==> src/rtl/fifo_rd_stream.sv <==
// fifo_rd_stream: read-side consumer for the async_fifo read port (rd_clk domain).
// Pops words through the FIFO read interface and presents them downstream as a
// valid/ready stream. A 2-entry skid buffer hides the FIFO's 1-cycle read
// latency, so a sink that is always ready receives one word per cycle.
//
// Optional feature: define FIFO_RD_COUNT_EN to build a saturating
// delivered-word counter on rd_count. When it is undefined, rd_count is tied
// to zero and no counter logic exists.
//
// Handshake: a word transfers on a rising edge where m_valid=1 and m_ready=1.
// Once m_valid is high, m_data is held stable until that transfer happens.
// m_valid never depends combinationally on m_ready.
module fifo_rd_stream #(
  parameter int DATA_WIDTH = 8,
  parameter int CNT_WIDTH  = 16
) (
  input  logic                  rd_clk,
  input  logic                  rd_rst_n,
  input  logic                  fifo_empty,
  output logic                  fifo_rd_en,
  input  logic [DATA_WIDTH-1:0] fifo_rd_data,
  input  logic                  flush,
  output logic                  m_valid,
  input  logic                  m_ready,
  output logic [DATA_WIDTH-1:0] m_data,
  output logic [CNT_WIDTH-1:0]  rd_count
);

  // Number of entries held in the skid buffer.
  typedef enum logic [1:0] {
    EMPTY = 2'd0,
    ONE   = 2'd1,
    TWO   = 2'd2
  } occ_e;

  // Complete control state; checkers can bind to st.occ / st.inflight.
  typedef struct packed {
    occ_e occ;       // entries buffered
    logic inflight;  // a pop was issued last cycle; its data arrives now
  } rd_state_t;

  rd_state_t             st;
  rd_state_t             st_next;
  logic [DATA_WIDTH-1:0] head;
  logic [DATA_WIDTH-1:0] tail;
  logic [DATA_WIDTH-1:0] head_next;
  logic [DATA_WIDTH-1:0] tail_next;
  logic                  pop;
  logic [1:0]            occ_cnt;
  logic [2:0]            committed;

  assign m_valid = (st.occ == ONE) || (st.occ == TWO);
  assign m_data  = head;
  assign pop     = m_valid & m_ready;

  // Occupancy as a number; an illegal encoding counts as full so that no
  // further pops are issued while it recovers.
  always_comb begin
    occ_cnt = 2'd2;
    case (st.occ)
      EMPTY:   occ_cnt = 2'd0;
      ONE:     occ_cnt = 2'd1;
      TWO:     occ_cnt = 2'd2;
      default: occ_cnt = 2'd2;
    endcase
  end

  // Words that will still be buffered after this edge (including an arrival).
  // A new pop is only allowed while that leaves room for one more word, so
  // buffered plus in-flight never exceeds two.
  always_comb begin
    committed  = {1'b0, occ_cnt} + {2'b00, st.inflight} - {2'b00, pop};
    fifo_rd_en = rd_rst_n & ~flush & ~fifo_empty & (committed <= 3'd1);
  end

  // Next-state: arrivals land behind whatever survives this cycle's pop.
  always_comb begin
    st_next.occ      = st.occ;
    st_next.inflight = fifo_rd_en;
    head_next        = head;
    tail_next        = tail;
    if (flush) begin
      // Buffered words and any word arriving this edge are discarded.
      st_next.occ      = EMPTY;
      st_next.inflight = 1'b0;
    end else begin
      case (st.occ)
        EMPTY: begin
          if (st.inflight) begin
            head_next   = fifo_rd_data;
            st_next.occ = ONE;
          end
        end
        ONE: begin
          case ({pop, st.inflight})
            2'b10: st_next.occ = EMPTY;
            2'b01: begin
              tail_next   = fifo_rd_data;
              st_next.occ = TWO;
            end
            2'b11: head_next = fifo_rd_data;  // replace popped head, stay ONE
            default: ;
          endcase
        end
        TWO: begin
          // With two buffered, no pop can have been issued last cycle unless
          // the sink popped then, so an arrival here always pairs with a pop.
          if (pop) begin
            head_next   = tail;
            st_next.occ = ONE;
            if (st.inflight) begin
              tail_next   = fifo_rd_data;
              st_next.occ = TWO;
            end
          end
        end
        default: begin
          st_next.occ      = EMPTY;
          st_next.inflight = 1'b0;
        end
      endcase
    end
  end

  // State and buffer registers with synchronous active-low reset.
  always_ff @(posedge rd_clk) begin
    if (!rd_rst_n) begin
      st.occ      <= EMPTY;
      st.inflight <= 1'b0;
      head        <= '0;
      tail        <= '0;
    end else begin
      st   <= st_next;
      head <= head_next;
      tail <= tail_next;
    end
  end

`ifdef FIFO_RD_COUNT_EN
  localparam logic [CNT_WIDTH-1:0] CNT_ONE = CNT_WIDTH'(1);
  localparam logic [CNT_WIDTH-1:0] CNT_MAX = '1;

  logic [CNT_WIDTH-1:0] cnt_q;

  // Saturating count of delivered words; flush does not clear it.
  always_ff @(posedge rd_clk) begin
    if (!rd_rst_n) begin
      cnt_q <= '0;
    end else if (pop && (cnt_q != CNT_MAX)) begin
      cnt_q <= cnt_q + CNT_ONE;
    end
  end

  assign rd_count = cnt_q;
`else
  assign rd_count = '0;
`endif

endmodule

==> config.mk <==
export PLATFORM = sky130hd
export DESIGN_NAME = fifo_rd_stream
export DESIGN_NICKNAME = d
export VERILOG_FILES = /design/src/rtl/fifo_rd_stream.sv
export SDC_FILE = /design/constraint.sdc
export NUM_CORES = 1
export LEC_CHECK = 0
export CORE_UTILIZATION = 49
export DETAILED_ROUTE_END_ITERATION = 8
export GPL_ROUTABILITY_DRIVEN = 1
export PLACE_DENSITY = 0.93
export SLEW_MARGIN = 5
export SYNTH_ARGS = -nofsm -noshare
export SYNTH_HDL_FRONTEND = slang
export SYNTH_SLANG_ARGS = --single-unit
==> constraint.sdc <==
create_clock -name rd_clk -period 6.28 [get_ports rd_clk]
set_input_delay 0.628 -clock rd_clk [delete_from_list [all_inputs] [get_ports rd_clk]]
set_output_delay 0.628 -clock rd_clk [all_outputs]
set_load 0.01 [all_outputs]
==> reports/results.ini, run 1 <==
[place]
portBuffers=22
routabilityCongestion=0.870
dpl_cell_area_sq_um=1370
hpwl_microns=1860

[critical_path]
cp.arrival_ns=3.13
r2r_start=st[1]$_SDFFE_PP0P_
crit_slowest_cell=clkdlybuf4s50_1
ff2ff_setup_slack_ns=3.79
cp.required_ns=5.65
critPathKind=flip-flop to primary output
cp-start-kind=flip-flop
crit_family=adder cells
reg2reg_to=tail[7]$_SDFFE_PN0P_
cpPeakStageDelay_ns=0.54
cp-end-kind=primary output
worst-path-max-fanout=6
crit_chain=inv_1 > ha_1 > nand2_1 > xnor2_1 > ha_1 > inv_1 > fa_1 > xnor2_1 > and4b_1 > clkdlybuf4s50_1
r2r_cells=6
worstPathBufferInverterCount=3

[synth]
syn_avg_cell_area_sq_um=9.15
mappedNetlistArea_sq_um=1210
synth_top_cell_by_area=dfxtp_1
ys_warn_count=0
syn_inst=132
synth_top_area_share_pct=31.5
ys_types=31
yosys-top-cells-area=dfxtp_1 32%, buf_4 9.9%, mux2i_1 8.3%, nand3_1 6.6%, o211a_1 6.6%
ys_ff_latch=19
seq_area_frac_synth_pct=31.5

[timing]
slew_viol_final=0
hold_viol=0
grt_setup_unrepaired=false
finalClockSkew_ns=0.00114
relSlewSlack_pct=36.1
fin_tns_setup_ns=0
fin_crit_sh_pct=59.8
setup_viol=0
period_needed_ns=3.75
worstMarginPinSlew_ns=0.950
max_freq_mhz=266
worst_hold_slack_ns=0.504

[clock_tree]
max-clock-path-buffers=2
path_clk_slew_ns=0.11
tritoncts_num_sinks=19
clockRootBuffer=clkbuf_4
holdBufCountCts=0
cts.repair.resized=0
clk_latency_ns=0.30
cts_tree=done
h-tree-depth=1
cts_setup_buffers=0
cts_inserted_buffers=3

[die]
die_w_microns=51.6
core_area_sq_um=2280
die_y_microns=51.6
core.rowCount=17
ios=39
dieArea_sq_um=2670
start_util_pct=53.1

[route]
drtAntennaViolNets=0
via_count=994
wire_per_inst_microns=13.5
vias_per_cell=5.55
first_pass_iters=4
drc_errors=0
routed_wl_microns=2410
drtIter0Drc=19

[cells_and_area]
mostFrequentLayoutCells=22 x clkdlybuf4s50_1, 19 x dfxtp_1, 16 x nand3_1, 16 x conb_1, 10 x mux2i_1
drive_above_1_share_pct=5.30
final_common_cell=clkdlybuf4s50_1
final_area_sq_um=1390
nets=172
area_growth_pct=15.4
antenna-diode-count=0

[pwr]
ir_worst_vdd_v=0.000142
power.density_nw_per_um2=167
total_leakage_power_nw=0.595

[global_route]
grt_max_degree=18
overflow=0
antenna_found_initial=0
grtUsageTotal_pct=19.6
grt_pass1_wl_microns=3880
first_global_vias=894

[hold_path]
holdPathEnd=tail[6]$_SDFFE_PN0P_
hp-start=tail[6]$_SDFFE_PN0P_
holdCritPathClass=flip-flop to flip-flop
whs_path_depth=2

[run_status]
status=completed

[flow_run]
cap_violations=0

## layer usage
layer  track usage [%]  part of all wire, %
met1              23.5                   42
met2              33.8                   50
met3              2.34                  5.4
met4              10.8                  2.1
met5                 0                    0
## layout make-up
| class | instances | area, sq um |
|---|---|---|
| Fill cell | 185 | 882 |
| Multi-Input combinational cell | 101 | 712 |
| Sequential cell | 19 | 380 |
| Timing Repair Buffer | 22 | 220 |
| Tap cell | 28 | 35.0 |
| Clock buffer | 3 | 22.5 |
| Inverter | 5 | 18.8 |
| Clock inverter | 1 | 5.00 |
## worst min-delay path, stage by stage, from the launching register on
cell,delay [ns]
dfxtp_1,0.33
o21ai_0,0.06
a21boi_0,0.07
## cell usage after synthesis, drive strengths merged
master / number
o221ai: 1
ha: 6
mux2i: 10
a21boi: 8
nor2b: 2
or4b: 1
clkbuf: 3
mux2: 1
a2111oi: 1
o211a: 8
dfxtp: 19
and2b: 1
o21ai: 10
conb: 1
xnor2: 2
or3b: 1
fa: 1
and2: 2
nand4: 1
or3: 1
a21oi: 4
nor3: 1
nand2: 4
nor2: 2
buf: 19
nand3: 16
inv: 5
and4b: 1
## power by group
group | switching [mW] | internal (mW)
registers | 0.00233 | 0.124
clock network | 0.0393 | 0.0238
logic | 0.0218 | 0.0218
total | 0.0634 | 0.170
## cells by family (layout without fill, tap and decap cells)
family | Yosys count | after routing | synth area share [%]
adder cells (fa/ha/maj) | 7 | 7 | 7.88
multiplexers | 11 | 11 | 9.22
AO/OA/AOI/OAI | 32 | 32 | 20.4
flip-flops | 19 | 19 | 31.5
buffers and inverters | 27 | 31 | 14.2
XOR/XNOR | 2 | 2 | 1.45
other | 1 | 16 | 0.311
AND/OR/NAND/NOR | 33 | 33 | 15.0
## sequential cells by signal (all words and copies together), names as in the netlist
register	flops
m_data	8
st	3
tail	8
## through the flow
stage / power, mW / std cells / utilization (%) / setup WS (ns)
2_1_floorplan: 0.160 / 147 / - / 3.60
3_3_place_gp: 0.171 / 175 / 60.0 / 2.75
3_5_place_dp: 0.172 / 175 / 60.0 / 2.61
4_1_cts: 0.232 / 179 / 61.2 / 2.56
5_1_grt: 0.242 / 179 / 61.2 / 2.35
6_report: 0.233 / 179 / 61.2 / 2.53
## how the worst max path moves through the flow
stage	slack, ns	end	cells past startpoint	startpoint
finish	2.53	fifo_rd_en	10	st[1]$_SDFFE_PP0P_
global route	2.35	fifo_rd_en	10	st[1]$_SDFFE_PP0P_
CTS	2.56	fifo_rd_en	10	st[1]$_SDFFE_PP0P_
detailed placement	2.61	fifo_rd_en	9	m_ready
global placement	2.75	fifo_rd_en	9	m_ready
floorplan	3.60	fifo_rd_en	9	st[1]$_SDFFE_PP0P_
Note: power is estimated with default switching activity, not from simulation.
==> inputs of run 2 (changes only) <==
- CORE_UTILIZATION: 49 -> 41
- PLACE_DENSITY: 0.93 -> 0.84
- clock period: 6.28 -> 3.2 ns (I/O delays scaled with it)
==> run 2 against run 1 <==
Net effect:
- sequential share of layout area down 0.44 points
- register-to-register slack worse by 3.0 ns
- die area up 19%
- non-clock buffer count up 1
- cell area up 3.0%
- largest power group unchanged
- setup slack worse by 2.1 ns
- critical path type unchanged
- critical path depth unchanged
- sequential power up 97%
- highest routed layer unchanged
- critical endpoint unchanged
- hold slack worse by 0.016 ns
- routed wire length about the same
- clock skew up 0.0038 ns
==> reports/results.ini, run 2 (synthesized netlist as in run 1, its figures left out) <==
[critical_path]
cp.required_ns=2.88  ; was 5.65 ns
worst-path-max-fanout=6  ; unchanged
cpPeakStageDelay_ns=0.38  ; was 0.54 ns
crit_slowest_cell=dfxtp_4  ; was clkdlybuf4s50_1
r2r_cells=6  ; unchanged
reg2reg_to=tail[2]$_SDFFE_PN0P_  ; was tail[7]$_SDFFE_PN0P_
crit_chain=inv_1 > ha_4 > nand2_2 > xnor2_2 > ha_1 > inv_1 > fa_1 > xnor2_1 > and4b_1 > dlymetal6s2s_1  ; was inv_1 > ha_1 > nand2_1 > xnor2_1 > ha_1 > inv_1 > fa_1 > xnor2_1 > and4b_1 > clkdlybuf4s50_1
cp-start-kind=flip-flop  ; unchanged
cp-end-kind=primary output  ; unchanged
ff2ff_setup_slack_ns=0.76  ; was 3.79 ns
crit_top_cell=inv_1
critPathKind=flip-flop to primary output  ; unchanged
cp.arrival_ns=2.41  ; was 3.13 ns
r2r_start=st[1]$_SDFFE_PP0P_  ; unchanged

[timing]
worst_hold_slack_ns=0.487  ; was 0.504 ns
worstMarginPinSlew_ns=0.822  ; was 0.950 ns
fin_tns_setup_ns=0  ; unchanged
finalWorstSetupSlack_ns=0.468  ; was 2.53 ns
finalClockSkew_ns=0.00496  ; was 0.00114 ns
setup_viol=0  ; unchanged
relSlewSlack_pct=44.7  ; was 36.1%
grt_setup_unrepaired=false  ; unchanged
fin_crit_sh_pct=85.4
slew_viol_final=0  ; unchanged
max_freq_mhz=366
period_needed_ns=2.73
hold_viol=0  ; unchanged

[cells_and_area]
drive_above_1_share_pct=9.21  ; was 5.30%
final_common_cell=clkdlybuf4s50_1  ; unchanged
mostFrequentLayoutCells=21 x clkdlybuf4s50_1, 17 x dfxtp_1, 16 x nand3_1, 16 x conb_1, 10 x mux2i_1  ; was 22 x clkdlybuf4s50_1, 19 x dfxtp_1, 16 x nand3_1, 16 x conb_1, 10 x mux2i_1
antenna-diode-count=0  ; unchanged
nets=173  ; was 172
area_growth_pct=18.9  ; was 15.4%

[clock_tree]
holdBufCountCts=0  ; unchanged
cts_setup_buffers=0  ; unchanged
tritoncts_num_sinks=19  ; unchanged
h-tree-depth=1  ; unchanged
path_clk_slew_ns=0.11  ; about the same
cts_inserted_buffers=3  ; unchanged
clockRootBuffer=clkbuf_4  ; unchanged
clk_latency_ns=0.31  ; was 0.30 ns
cts_tree=done  ; unchanged
max-clock-path-buffers=2  ; unchanged

[flow_run]
cap_violations=0  ; unchanged

[place]
portBuffers=22  ; unchanged
place_worst_setup_slack_ns=0.217  ; was 2.61 ns
hpwl_microns=1800  ; was 1860 microns
routabilityCongestion=0.898  ; was 0.870

[die]
dieArea_sq_um=3170  ; was 2670 sq um
core.rowCount=19  ; was 17
ios=39  ; unchanged
start_util_pct=43.4  ; was 53.1%
die_y_microns=56.3  ; was 51.6 microns
core_area_sq_um=2780  ; was 2280 sq um
die_w_microns=56.3  ; was 51.6 microns

[route]
top_layer_used=met4  ; unchanged
m1WireLength_microns=948  ; was 1010 microns
vias_per_cell=5.51  ; was 5.55
routed_wl_microns=2410  ; about the same
wire_per_inst_microns=13.2  ; was 13.5 microns
drtAntennaViolNets=0  ; unchanged
first_pass_iters=4  ; unchanged
drc_errors=0  ; unchanged
wl_met3_microns=128  ; was 130 microns
drtIter0Drc=23  ; was 19
via_count=1009  ; was 994
wl_met2_microns=1270  ; was 1210 microns

[run_status]
status=completed  ; unchanged

[global_route]
overflow=0  ; unchanged
grt_max_degree=18  ; unchanged
antenna_found_initial=0  ; unchanged
grtUsageTotal_pct=16.5  ; was 19.6%
grt_pass1_wl_microns=4090  ; was 3880 microns
first_global_vias=944  ; was 894

[hold_path]
hp-start=st[2]$_SDFFE_PP0P_  ; was tail[6]$_SDFFE_PN0P_
whs_path_depth=2  ; unchanged
holdCritPathClass=flip-flop to flip-flop  ; unchanged
holdPathEnd=st[2]$_SDFFE_PP0P_  ; was tail[6]$_SDFFE_PN0P_

[pwr]
power.density_nw_per_um2=320  ; was 167 nW/um^2
total_leakage_power_nw=0.628  ; was 0.595 nW
ir_worst_vdd_v=0.000297  ; was 0.000142 V
power.total_mw=0.459  ; was 0.233 mW

## run 2: worst max path at each step
| stage | startpoint | endpoint | slack [ns] | depth (start not counted) |
|---|---|---|---|---|
| floorplan | st[1]$_SDFFE_PP0P_ | fifo_rd_en | 0.83 | 9 |
| global placement | m_ready | fifo_rd_en | 0.31 | 9 |
| detailed placement | m_ready | fifo_rd_en | 0.22 | 9 |
| CTS | st[1]$_SDFFE_PP0P_ | fifo_rd_en | 0.02 | 10 |
| global route | st[1]$_SDFFE_PP0P_ | fifo_rd_en | 0.32 | 10 |
| finish | st[1]$_SDFFE_PP0P_ | fifo_rd_en | 0.47 | 10 |
## run 2: repair_timing
item,4_1_cts,5_1_grt
gates resized for setup,3,4
cloned,0,0
setup endpoints to repair,1,1
## run 2: layout make-up
| type | instances | area (sq um) |
|---|---|---|
| clock inverter | 1 | 5.00 |
| sequential | 19 | 385 |
| tap | 31 | 38.8 |
| timing repair buffer | 23 | 230 |
| clock buffer | 3 | 22.5 |
| fill | 243 | 1350 |
| multi-input combinational | 101 | 734 |
| inverter | 5 | 18.8 |
## run 2: report_power, final
part | internal (mW) | switching [mW]
sequential | 0.243 | 0.00470
clock | 0.0467 | 0.0772
combinational | 0.0450 | 0.0424
total | 0.335 | 0.124
## run 2: routing by layer
| metal | global-route usage (%) | up-vias |
|---|---|---|
| li1 | - | 480 |
| met4 | 8.01 | 0 |
| met5 | 0 | - |
| met1 | 19.6 | 467 |
| met2 | 29.8 | 55 |
| met3 | 1.38 | 7 |
## run 2: through the flow
stage          instances  util, %  area [sq um]
2_1_floorplan        147        -          1260
3_3_place_gp         179     49.5          1380
3_5_place_dp         179     49.5          1380
4_1_cts              183     51.1          1420
5_1_grt              183     51.6          1440
6_report             183     51.6          1440
## run 2: critical path, delay by kind of cell, from the launching register on
| family | cells | cell delay, ns |
|---|---|---|
| adders and majority gates | 3 | 0.82 |
| xor gates and xnor gates | 2 | 0.30 |
| buffers and inverters | 3 | 0.29 |
| DFF | 1 | 0.38 |
| and+or+nand+nor | 2 | 0.31 |
==> inputs of run 3 (changes only) <==
- CELL_PAD_IN_SITES_DETAIL_PLACEMENT: unset -> 0
- CELL_PAD_IN_SITES_GLOBAL_PLACEMENT: unset -> 1
- CORE_UTILIZATION: 41 -> 30
==> run 3 against run 2 <==
Net effect:
- count of clock-buffer cells in the layout did not move
- critical path type unchanged
- cell area rose by 2.4%
- utilization fell by 13 points
- global-route usage fell by 3.7 points
- combinational power fell by 1%
- highest routed layer unchanged
- die area rose by 35%
- sequential share of layout area fell by 0.81 points
- critical path depth did not move
- hold slack improved by 0.00073 ns
- clock skew fell by 0.0030 ns
==> reports/results.ini, run 3 (synthesized netlist as in run 1, its figures left out) <==
[run_status]
status=completed  ; unchanged

[pwr]
ir_worst_vdd_v=0.000201  ; was 0.000297 V
power.density_nw_per_um2=341  ; was 320 nW/um^2
power.total_mw=0.501  ; was 0.459 mW
total_leakage_power_nw=0.632  ; was 0.628 nW

[clock_tree]
cts_inserted_buffers=3  ; unchanged
holdBufCountCts=0  ; unchanged
h-tree-depth=1  ; unchanged
cts_tree=done  ; unchanged
max-clock-path-buffers=2  ; unchanged
clk_latency_ns=0.26  ; was 0.31 ns
tritoncts_num_sinks=19  ; unchanged
clockRootBuffer=clkbuf_8  ; was clkbuf_4
path_clk_slew_ns=0.07  ; was 0.11 ns

[timing]
worstMarginPinSlew_ns=0.689  ; was 0.822 ns
slew_viol_final=0  ; unchanged
fin_tns_setup_ns=0  ; unchanged
max_freq_mhz=367  ; was 366 MHz
setup_viol=0  ; unchanged
finalClockSkew_ns=0.00195  ; was 0.00496 ns
period_needed_ns=2.73  ; about the same
hold_viol=0  ; unchanged
fin_crit_sh_pct=85.2  ; was 85.4%
relSlewSlack_pct=54.1  ; was 44.7%
grt_setup_unrepaired=false  ; unchanged

[cells_and_area]
fin_util_pct=39.0  ; was 51.6%
num-fill-cells=363  ; was 243
nets=174  ; was 173
stdcell_count=201  ; was 183
drive_above_1_share_pct=8.50  ; was 9.21%
area_growth_pct=21.8  ; was 18.9%
antenna-diode-count=0  ; unchanged
mostFrequentLayoutCells=21 x clkdlybuf4s50_1, 17 x dfxtp_1, 16 x nand3_1, 16 x conb_1, 10 x mux2i_1  ; unchanged
final_common_cell=clkdlybuf4s50_1  ; unchanged

[critical_path]
cp.required_ns=2.88  ; about the same
crit_chain=inv_1 > ha_4 > nand2_1 > xnor2_1 > ha_1 > inv_1 > fa_1 > xnor2_1 > and4b_1 > dlymetal6s2s_1  ; was inv_1 > ha_4 > nand2_2 > xnor2_2 > ha_1 > inv_1 > fa_1 > xnor2_1 > and4b_1 > dlymetal6s2s_1
critPathKind=flip-flop to primary output  ; unchanged
cp-end-kind=primary output  ; unchanged
cpPeakStageDelay_ns=0.37  ; was 0.38 ns
worst-path-max-fanout=6  ; unchanged
cp-start-kind=flip-flop  ; unchanged
crit_slowest_cell=dfxtp_2  ; was dfxtp_4
ff2ff_setup_slack_ns=0.85  ; was 0.76 ns
cp.arrival_ns=2.41  ; about the same

[route]
routed_wl_microns=2510  ; was 2410 microns
wire_per_inst_microns=12.5  ; was 13.2 microns
via_count=978  ; was 1009
first_pass_iters=4  ; unchanged
drtAntennaViolNets=0  ; unchanged
drtIter0Drc=32  ; was 23
drc_errors=0  ; unchanged
vias_per_cell=4.87  ; was 5.51

[global_route]
antenna_found_initial=0  ; unchanged
grt_pass1_wl_microns=4130  ; was 4090 microns
overflow=0  ; unchanged
first_global_vias=893  ; was 944
grtUsageTotal_pct=12.8  ; was 16.5%
grt_max_degree=18  ; unchanged

[die]
die_w_microns=65.4  ; was 56.3 microns
die_y_microns=65.4  ; was 56.3 microns
start_util_pct=32.0  ; was 43.4%
core.rowCount=22  ; was 19
dieArea_sq_um=4280  ; was 3170 sq um
ios=39  ; unchanged
core_area_sq_um=3770  ; was 2780 sq um

[place]
hpwl_microns=1820  ; was 1800 microns
portBuffers=22  ; unchanged
routabilityCongestion=0.782  ; was 0.898
placedCellCount=197  ; was 179

[flow_run]
cap_violations=0  ; unchanged

[hold_path]
holdCritPathClass=flip-flop to flip-flop  ; unchanged

[run 3: cell count changes in the layout (fill, tap and decap cells not counted), sizes merged]
| cell | delta |
|---|---|
| buf | +1 |
[run 3: metrics by stage]
| stage | instance area [sq um] | setup slack (ns) | hold slack [ns] |
|---|---|---|---|
| after detailed placement | 1410 | 0.237 | 0.482 |
| after CTS | 1470 | 0.0116 | 0.492 |
| after floorplan | 1260 | 0.831 | 0.457 |
| after global routing | 1470 | 0.275 | 0.503 |
| after global placement | 1410 | 0.267 | 0.465 |
| final | 1470 | 0.474 | 0.488 |
[run 3: layout make-up]
| cell class | instances | area [sq um] | area share (%) |
|---|---|---|---|
| clock buffers | 3 | 41.3 | 2.81 |
| clock inverters | 1 | 5.00 | 0.340 |
| inverters | 5 | 18.8 | 1.28 |
| multi-input cells | 101 | 724 | 49.3 |
| flip-flops and latches | 19 | 383 | 26.0 |
| well taps | 48 | 60.1 | 4.09 |
| repair buffers | 24 | 238 | 16.2 |
[run 3: critical path, delay by kind of cell, from the launching register on]
| family | cells | cell delay [ns] |
|---|---|---|
| buf+inv | 3 | 0.31 |
| flops | 1 | 0.37 |
| simple gates | 2 | 0.32 |
| xor+xnor | 2 | 0.32 |
| fa+ha+maj | 3 | 0.83 |
[run 3: worst paths after layout]
kind                        startpoint                     end  depth (start not counted)
setup / recovery    st[1]$_SDFFE_PP0P_              fifo_rd_en                         10
hold / removal    tail[3]$_SDFFE_PN0P_    tail[3]$_SDFFE_PN0P_                          2
setup reg to reg    st[1]$_SDFFE_PP0P_  m_data[5]$_SDFFE_PN0P_                          6
hold reg to reg   tail[3]$_SDFFE_PN0P_    tail[3]$_SDFFE_PN0P_                          2
[run 3: metal layers]
metal	vias to the layer above	global-route usage, %	wire length, microns
met1	462	15.6	1090
met4	0	7.61	90
met3	9	3.82	105
met5	-	0	0
li1	477	-	-
met2	30	19.7	1220
[run 3: report_power, final]
| group | switching, mW | internal (mW) |
|---|---|---|
| Clock | 0.0798 | 0.0867 |
| Sequential | 0.00463 | 0.244 |
| Combinational | 0.0420 | 0.0443 |
| Total | 0.126 | 0.375 |
[run 3: what timing repair did]
| item | in CTS | in global routing |
|---|---|---|
| pin swaps | 0 | 0 |
| setup endpoints to repair | 1 | 1 |
| gates resized for setup | 1 | 3 |
| setup buffers | 0 | 0 |
